<file path="src/rtl/relu_bp_sched.sv">
// relu_bp_sched: ReLU backprop sequencer, streams z/delta pairs and writes gated deltas.
// Ports:
//   clk, rst_n          rising-edge clock, asynchronous active-low reset
//   start               run request, sampled only while idle
//   busy, done          run in progress / one-cycle end-of-run pulse
//   rd_en, rd_addr      shared read strobe and address for the z and delta memories
//   z_rd_data, d_rd_data  memory words, valid the cycle after rd_en
//   wr_en, wr_addr, wr_data  gated-delta write port, two cycles behind the read
//   zero_cnt            number of elements gated to zero in the last run
module relu_bp_sched #(
    parameter int NBITS  = 16,
    parameter int DEPTH  = 8,
    parameter int ADDR_W = 3
) (
    input  logic              clk,
    input  logic              rst_n,
    input  logic              start,
    output logic              busy,
    output logic              done,
    output logic              rd_en,
    output logic [ADDR_W-1:0] rd_addr,
    input  logic [NBITS-1:0]  z_rd_data,
    input  logic [NBITS-1:0]  d_rd_data,
    output logic              wr_en,
    output logic [ADDR_W-1:0] wr_addr,
    output logic [NBITS-1:0]  wr_data,
    output logic [ADDR_W:0]   zero_cnt
);
    typedef enum logic [1:0] {IDLE, ISSUE, DRAIN, DONE} state_t;
    localparam logic [ADDR_W-1:0] LAST = ADDR_W'(DEPTH - 1);
    state_t            state;
    logic              drain_cnt;
    logic              v1;
    logic [ADDR_W-1:0] a1;
    logic              neg;
    assign neg = z_rd_data[NBITS-1];
    always_ff @(posedge clk or negedge rst_n)
        if (!rst_n) begin
            state     <= IDLE;
            drain_cnt <= 1'b0;
            busy      <= 1'b0;
            done      <= 1'b0;
            rd_en     <= 1'b0;
            rd_addr   <= '0;
            v1        <= 1'b0;
            a1        <= '0;
            wr_en     <= 1'b0;
            wr_addr   <= '0;
            wr_data   <= '0;
            zero_cnt  <= '0;
        end else begin
            // v1/a1 track the read whose data arrives this cycle
            v1    <= rd_en;
            a1    <= rd_addr;
            wr_en <= v1;
            if (v1) begin
                wr_addr <= a1;
                wr_data <= neg ? '0 : d_rd_data;
            end
            zero_cnt <= (state == IDLE && start) ? '0 : zero_cnt + (ADDR_W+1)'(v1 & neg);
            case (state)
                IDLE: if (start) begin
                    state   <= ISSUE;
                    busy    <= 1'b1;
                    rd_en   <= 1'b1;
                    rd_addr <= '0;
                end
                ISSUE: if (rd_addr == LAST) begin
                    state     <= DRAIN;
                    rd_en     <= 1'b0;
                    drain_cnt <= 1'b0;
                end else
                    rd_addr <= rd_addr + 1'b1;
                // two cycles for the last read's data and result register
                DRAIN: begin
                    drain_cnt <= ~drain_cnt;
                    if (drain_cnt) begin
                        state <= DONE;
                        done  <= 1'b1;
                    end
                end
                DONE: begin
                    state <= IDLE;
                    done  <= 1'b0;
                    busy  <= 1'b0;
                end
            endcase
        end
endmodule

</file>
<file path="config.mk">
export PLATFORM = sky130hd
export DESIGN_NAME = relu_bp_sched
export DESIGN_NICKNAME = d
export VERILOG_FILES = /design/src/rtl/relu_bp_sched.sv
export SDC_FILE = /design/constraint.sdc
export NUM_CORES = 1
export LEC_CHECK = 0
export ABC_CLOCK_PERIOD_IN_PS = 3800
export CORE_MARGIN = 8
export CORE_UTILIZATION = 47
export DETAILED_ROUTE_END_ITERATION = 8
export HOLD_SLACK_MARGIN = 0.12
export PLACE_DENSITY = 0.86
export RECOVER_POWER = 100
export SLEW_MARGIN = 20
export SYNTH_ARGS = -nofsm -noshare
export SYNTH_HDL_FRONTEND = slang
export SYNTH_SLANG_ARGS = --single-unit
</file>
<file path="constraint.sdc">
create_clock -name clk -period 3.8 [get_ports clk]
set_input_delay 0.57 -clock clk [delete_from_list [all_inputs] [get_ports clk]]
set_output_delay 0.57 -clock clk [all_outputs]
set_load 0.02 [all_outputs]
</file>
# == Yosys cells after proc, flatten, opt, wreduce, memory -nomap -nowiden ==
# Index checks and enable logic that the tools add are counted.
# word_totals
input_bits,35
out_inout_bits,30
regBits,37
elab_cells,52
# classes
addsub,2
reduce_logical,12
eq_ne,8
bitwise,2
muxes,16
# ops
operator,count
16-bit two-way mux,1
3-bit AND reduction,3
2-bit != test (second input constant),4
1-bit case mux with 2 select lines,4
2-bit case mux with 4 select lines,1
2-bit nonzero test,4
2-bit two-way mux,3
3-bit two-way mux,2
3-bit case mux with 2 select lines,1
2-bit AND reduction,3
4-bit by 1-bit adder with 4-bit output,1
2-bit equality test (second input constant),2
4-bit two-way mux,1
3-bit by 1-bit adder with 3-bit output (second input constant),1
3-bit equality test (second input constant),1
1-bit two-way mux,3
2-bit by 1-bit equality test with 1-bit output (second input constant),1
2-bit logical NOT,1
1-bit bitwise AND,1
1-bit logical AND,1
1-bit NOT,1

# == Depth between registers and ports, before layout ==
# logic_depth
depth_word,3
depth_mapped,7
mapped_depth_nobuf,5

# == Worst setup path after synthesis ==
# Ideal clock, no wire load.
# synth_timing
path_type,flip-flop to flip-flop
start,register rd_addr[0]
end,register state[1]
setup_ns,0.128
stages_incl_launch_ff,7
setup_slack_ns,2.129
synth_period_minus_slack_ns,1.671
n_path_buf,1
t_arrival_ns,1.543
t_required_ns,3.672
path_cell_list,dfrtp_1 -> ha_1 -> ha_1 -> buf_6 -> nor2b_1 -> nor3_2 -> mux2_1
# synth_via
elab_chain_cells,3
# synth_lines
element,line_no,rtl
from (decl),21,"output logic [ADDR_W-1:0] rd_addr,"
from (signal assigned),73,rd_addr <= rd_addr + 1'b1;
3-bit equality test,68,ISSUE: if (rd_addr == LAST) begin
2-bit != test (no source line),-,
3-bit AND reduction (no source line),-,
to (signal assigned),63,state <= ISSUE;
to (signal assigned),69,state <= DRAIN;
to (signal assigned),78,state <= DONE;
to (decl),31,state_t state;
# No other way between the ends.
# A chain may end at the register's enable or synchronous reset.

# == Final worst setup path ==
# layout_timing
start,input port z_rd_data[15]
end,register zero_cnt[1]
# layout_via
elab_chain_cells,3
# layout_lines
element,line_no,rtl
from (decl),22,"input logic [NBITS-1:0] z_rd_data,"
1-bit bitwise AND,60,zero_cnt <= (state == IDLE && start) ? '0 : zero_cnt + (ADDR_W+1)'(v1 & neg);
4-bit by 1-bit adder with 4-bit output,60,
4-bit two-way mux,60,
to (signal assigned),60,
to (decl),27,output logic [ADDR_W:0] zero_cnt
# No other way between the ends.

==> impl_metrics.yaml <==
clock_tree:
  cts_setup_buffers: 0
  clock_sinks: 37
  cts_tree: "done"
  cts_buffers: 5
  hold_buffers: 0
  clockBufferDepth: 2
  worstSkewPairLatency_ns: 0.28
  htreeDepth: 2
  clk_pin_slew_ns: 0.07
  root_buffer: "clkbuf_8"
  cts_resized: 0
setup_path:
  cp_cell_sequence: "dlygate4sd3_1 -> clkbuf_1 -> and2_0 -> ha_1 -> ha_1 -> a21boi_0"
  crit_type: "input port to flop"
  critPathSlowestCell: "dlygate4sd3_1"
  critPathRequiredTime_ns: 3.95
  max_stage_delay_ns: 0.52
  worst_setup_path_end_kind: "flop"
  critPathMostFrequentCell: "ha_1"
  startpoint_type: "input port"
  crit_path_max_fanout: 17
  arrival_ns: 2.29
run_status:
  outcome: "finished, violations left"
  violations: "capacitance limit, slew limit"
floorplanning:
  die_w_um: 76.64
  die_area_um2: 5873
  initial_core_util: 0.4792
  core-area_um2: 3606
  fp.dieH_um: 76.64
  ioPinCount: 65
  num_rows: 22
global_routing:
  grt_max_degree: 38
  grt_pass1_wl_um: 6051
  gr-usage-all-layers: 0.1259
  grt_pass1_vias: 1247
  grt-ovfl-total: 0
  antenna_found_initial: 0
place:
  dpl.hpwl_um: 2537
  place_congestion: 0.7683
  portBuffers: 49
  place_ws_ns: 1.643
timing:
  finalCriticalPeriod_ns: 2.141
  grt_setup_unrepaired: "false"
  worst_slack_ns: 1.659
  setup_tns_ns: 0
  finalHoldViolCount: 0
  period_share: 0.5635
  slew_violations: 38
  max_slew_margin: -0.2758
  tightest_slew_ns: 1.914
  max_freq_mhz: 467.0
  setup_viol: 0
  skew_ns: 0.004936
finish:
  mostFrequentLayoutCell: "dfrtp_1"
  n_antenna_cell: 0
  fillerInstances: 287
  nets: 250
  drive_gt1_frac: 0.05340
  synthToLayoutAreaGrowth_pct: 34.03
  mostFrequentLayoutCells: "37 x dfrtp_1, 32 x dlygate4sd3_1, 20 x inv_1"
routing:
  wl_um: 3562
  drtIter0Drc: 89
  vias: 1273
  post_drt_wl_per_cell_um: 14.02
  via_per_inst: 5.012
  drc: 0
  drtPass1Iterations: 4
  route.antenna.remaining_nets: 0
run:
  cap_violations: 1
yosys:
  synth-seq-area-share: 0.5358
  ys_seq_elements: 37
  synth_fp_nets: 201
  synth_area_um2: 1728
  syn_inst: 156
  yosys_warnings: 0
  syn_area_per_cell_um2: 11.08
  synth_cell_types: 32
power:
  power_density_nw_per_um2: 723.2
  p_leak_nw: 1.067
  peakVddDrop_v: 0.0003864
hold_path:
  min_path_type: "flop to flop"
-- synth_stat cells --
cell type / instances / area share
dfrtp_1: 37 / 0.54
inv_1: 20 / 0.043
o21ai_0: 18 / 0.052
nand3b_1: 16 / 0.070
ha_1: 10 / 0.072
a21oi_1: 5 / 0.014
mux2i_1: 4 / 0.023
nand3_1: 4 / 0.012
nor2b_1: 4 / 0.014
buf_2: 3 / 0.0087
clkbuf_1: 3 / 0.0065
mux2_2: 3 / 0.020
nor2_1: 3 / 0.0065
a21boi_0: 2 / 0.0087
a32oi_1: 2 / 0.010
and2_1: 2 / 0.0072
buf_6: 2 / 0.013
nand2_1: 2 / 0.0043
o211ai_1: 2 / 0.0087
xor2_1: 2 / 0.010
a22o_1: 1 / 0.0051
buf_1: 1 / 0.0022
mux2_1: 1 / 0.0065
nor2b_4: 1 / 0.0080
nor3_2: 1 / 0.0058
nor3b_1: 1 / 0.0043
o21a_1: 1 / 0.0043
o21ai_1: 1 / 0.0029
o2bb2ai_1: 1 / 0.0051
or4_1: 1 / 0.0043
or4b_1: 1 / 0.0058
xnor2_1: 1 / 0.0051
-- where the power goes --
| part | switching [mW] | leakage [nW] | internal (mW) | total (mW) |
|---|---|---|---|---|
| registers | 0.0938 | 0.457 | 0.536 | 0.630 |
| clock network | 0.133 | 0.0542 | 0.164 | 0.297 |
| logic | 0.410 | 0.556 | 0.338 | 0.748 |
-- per-layer routing --
layer / GRT usage / share of wire / vias to the layer above
met4: 0.04038 / 0.014 / 0
met1: 0.1549 / 0.49 / 593
met2: 0.1911 / 0.43 / 46
met5: 0 / 0 / -
met3: 0.05660 / 0.069 / 6
li1: - / - / 628
-- metrics by stage --
stage | total power, mW | instances | area (um^2) | utilization | hold WS [ns]
after floorplan | 1.129 | 156 | 1728 | - | 0.2744
after global placement | 1.426 | 246 | 2236 | 0.6201 | 0.4219
after detailed placement | 1.451 | 246 | 2236 | 0.6201 | 0.4214
after CTS | 1.753 | 254 | 2337 | 0.6482 | 0.3921
after global routing | 1.805 | 254 | 2316 | 0.6423 | 0.4501
final | 1.675 | 254 | 2316 | 0.6423 | 0.4240
-- flip-flops by register name, indices dropped and copies added, names as in the netlist, 2 cells and up --
signal    cells
rd_addr       3
state         2
wr_data      16
a1            3
wr_addr       3
zero_cnt      4
-- cells by family (layout without fill, tap and decap cells) --
family                   count (synthesis)  count (layout)  synth area share
flip-flops                              37              37            0.5358
AO/OA/AOI/OAI                           33              33            0.1115
adder cells (fa/ha/maj)                 10              10           0.07241
XOR/XNOR                                 3               3           0.01521
AND/OR/NAND/NOR                         36              36            0.1419
multiplexers                             8               8           0.04924
buffers and inverters                   29              79           0.07385
-- path summary, 6_finish.rpt --
check                                    from     endpoint  slack [ns]  depth (start not counted)
worst max-delay path            z_rd_data[15]  zero_cnt[1]        1.66                          6
max in group asynchronous               rst_n  wr_data[13]        1.89                          1
worst min register to register          rd_en           v1        0.42                          0
worst max register to register       state[0]     state[1]        1.95                          5
worst min-delay path                    rd_en           v1        0.42                          0
min in group asynchronous               rst_n   rd_addr[2]        0.81                          1
-- critical path: cells and delay by family --
kind | cells | cell delay (ns)
AOI/OAI and AO/OA | 1 | 0.12
adders and majority gates | 2 | 0.42
buffers and inverters | 2 | 0.95
and+or+nand+nor | 1 | 0.22
-- area by class of cell --
class / instances / area [um^2] / area share
Clock buffer: 7 / 96.34 / 0.04160
Sequential cell: 37 / 925.9 / 0.3998
Multi-Input combinational cell: 90 / 661.9 / 0.2858
Clock inverter: 1 / 5.005 / 0.002161
Tap cell: 48 / 60.06 / 0.02593
Inverter: 20 / 75.07 / 0.03241
Timing Repair Buffer: 51 / 491.7 / 0.2123
Power figures use the tool's default switching activity.
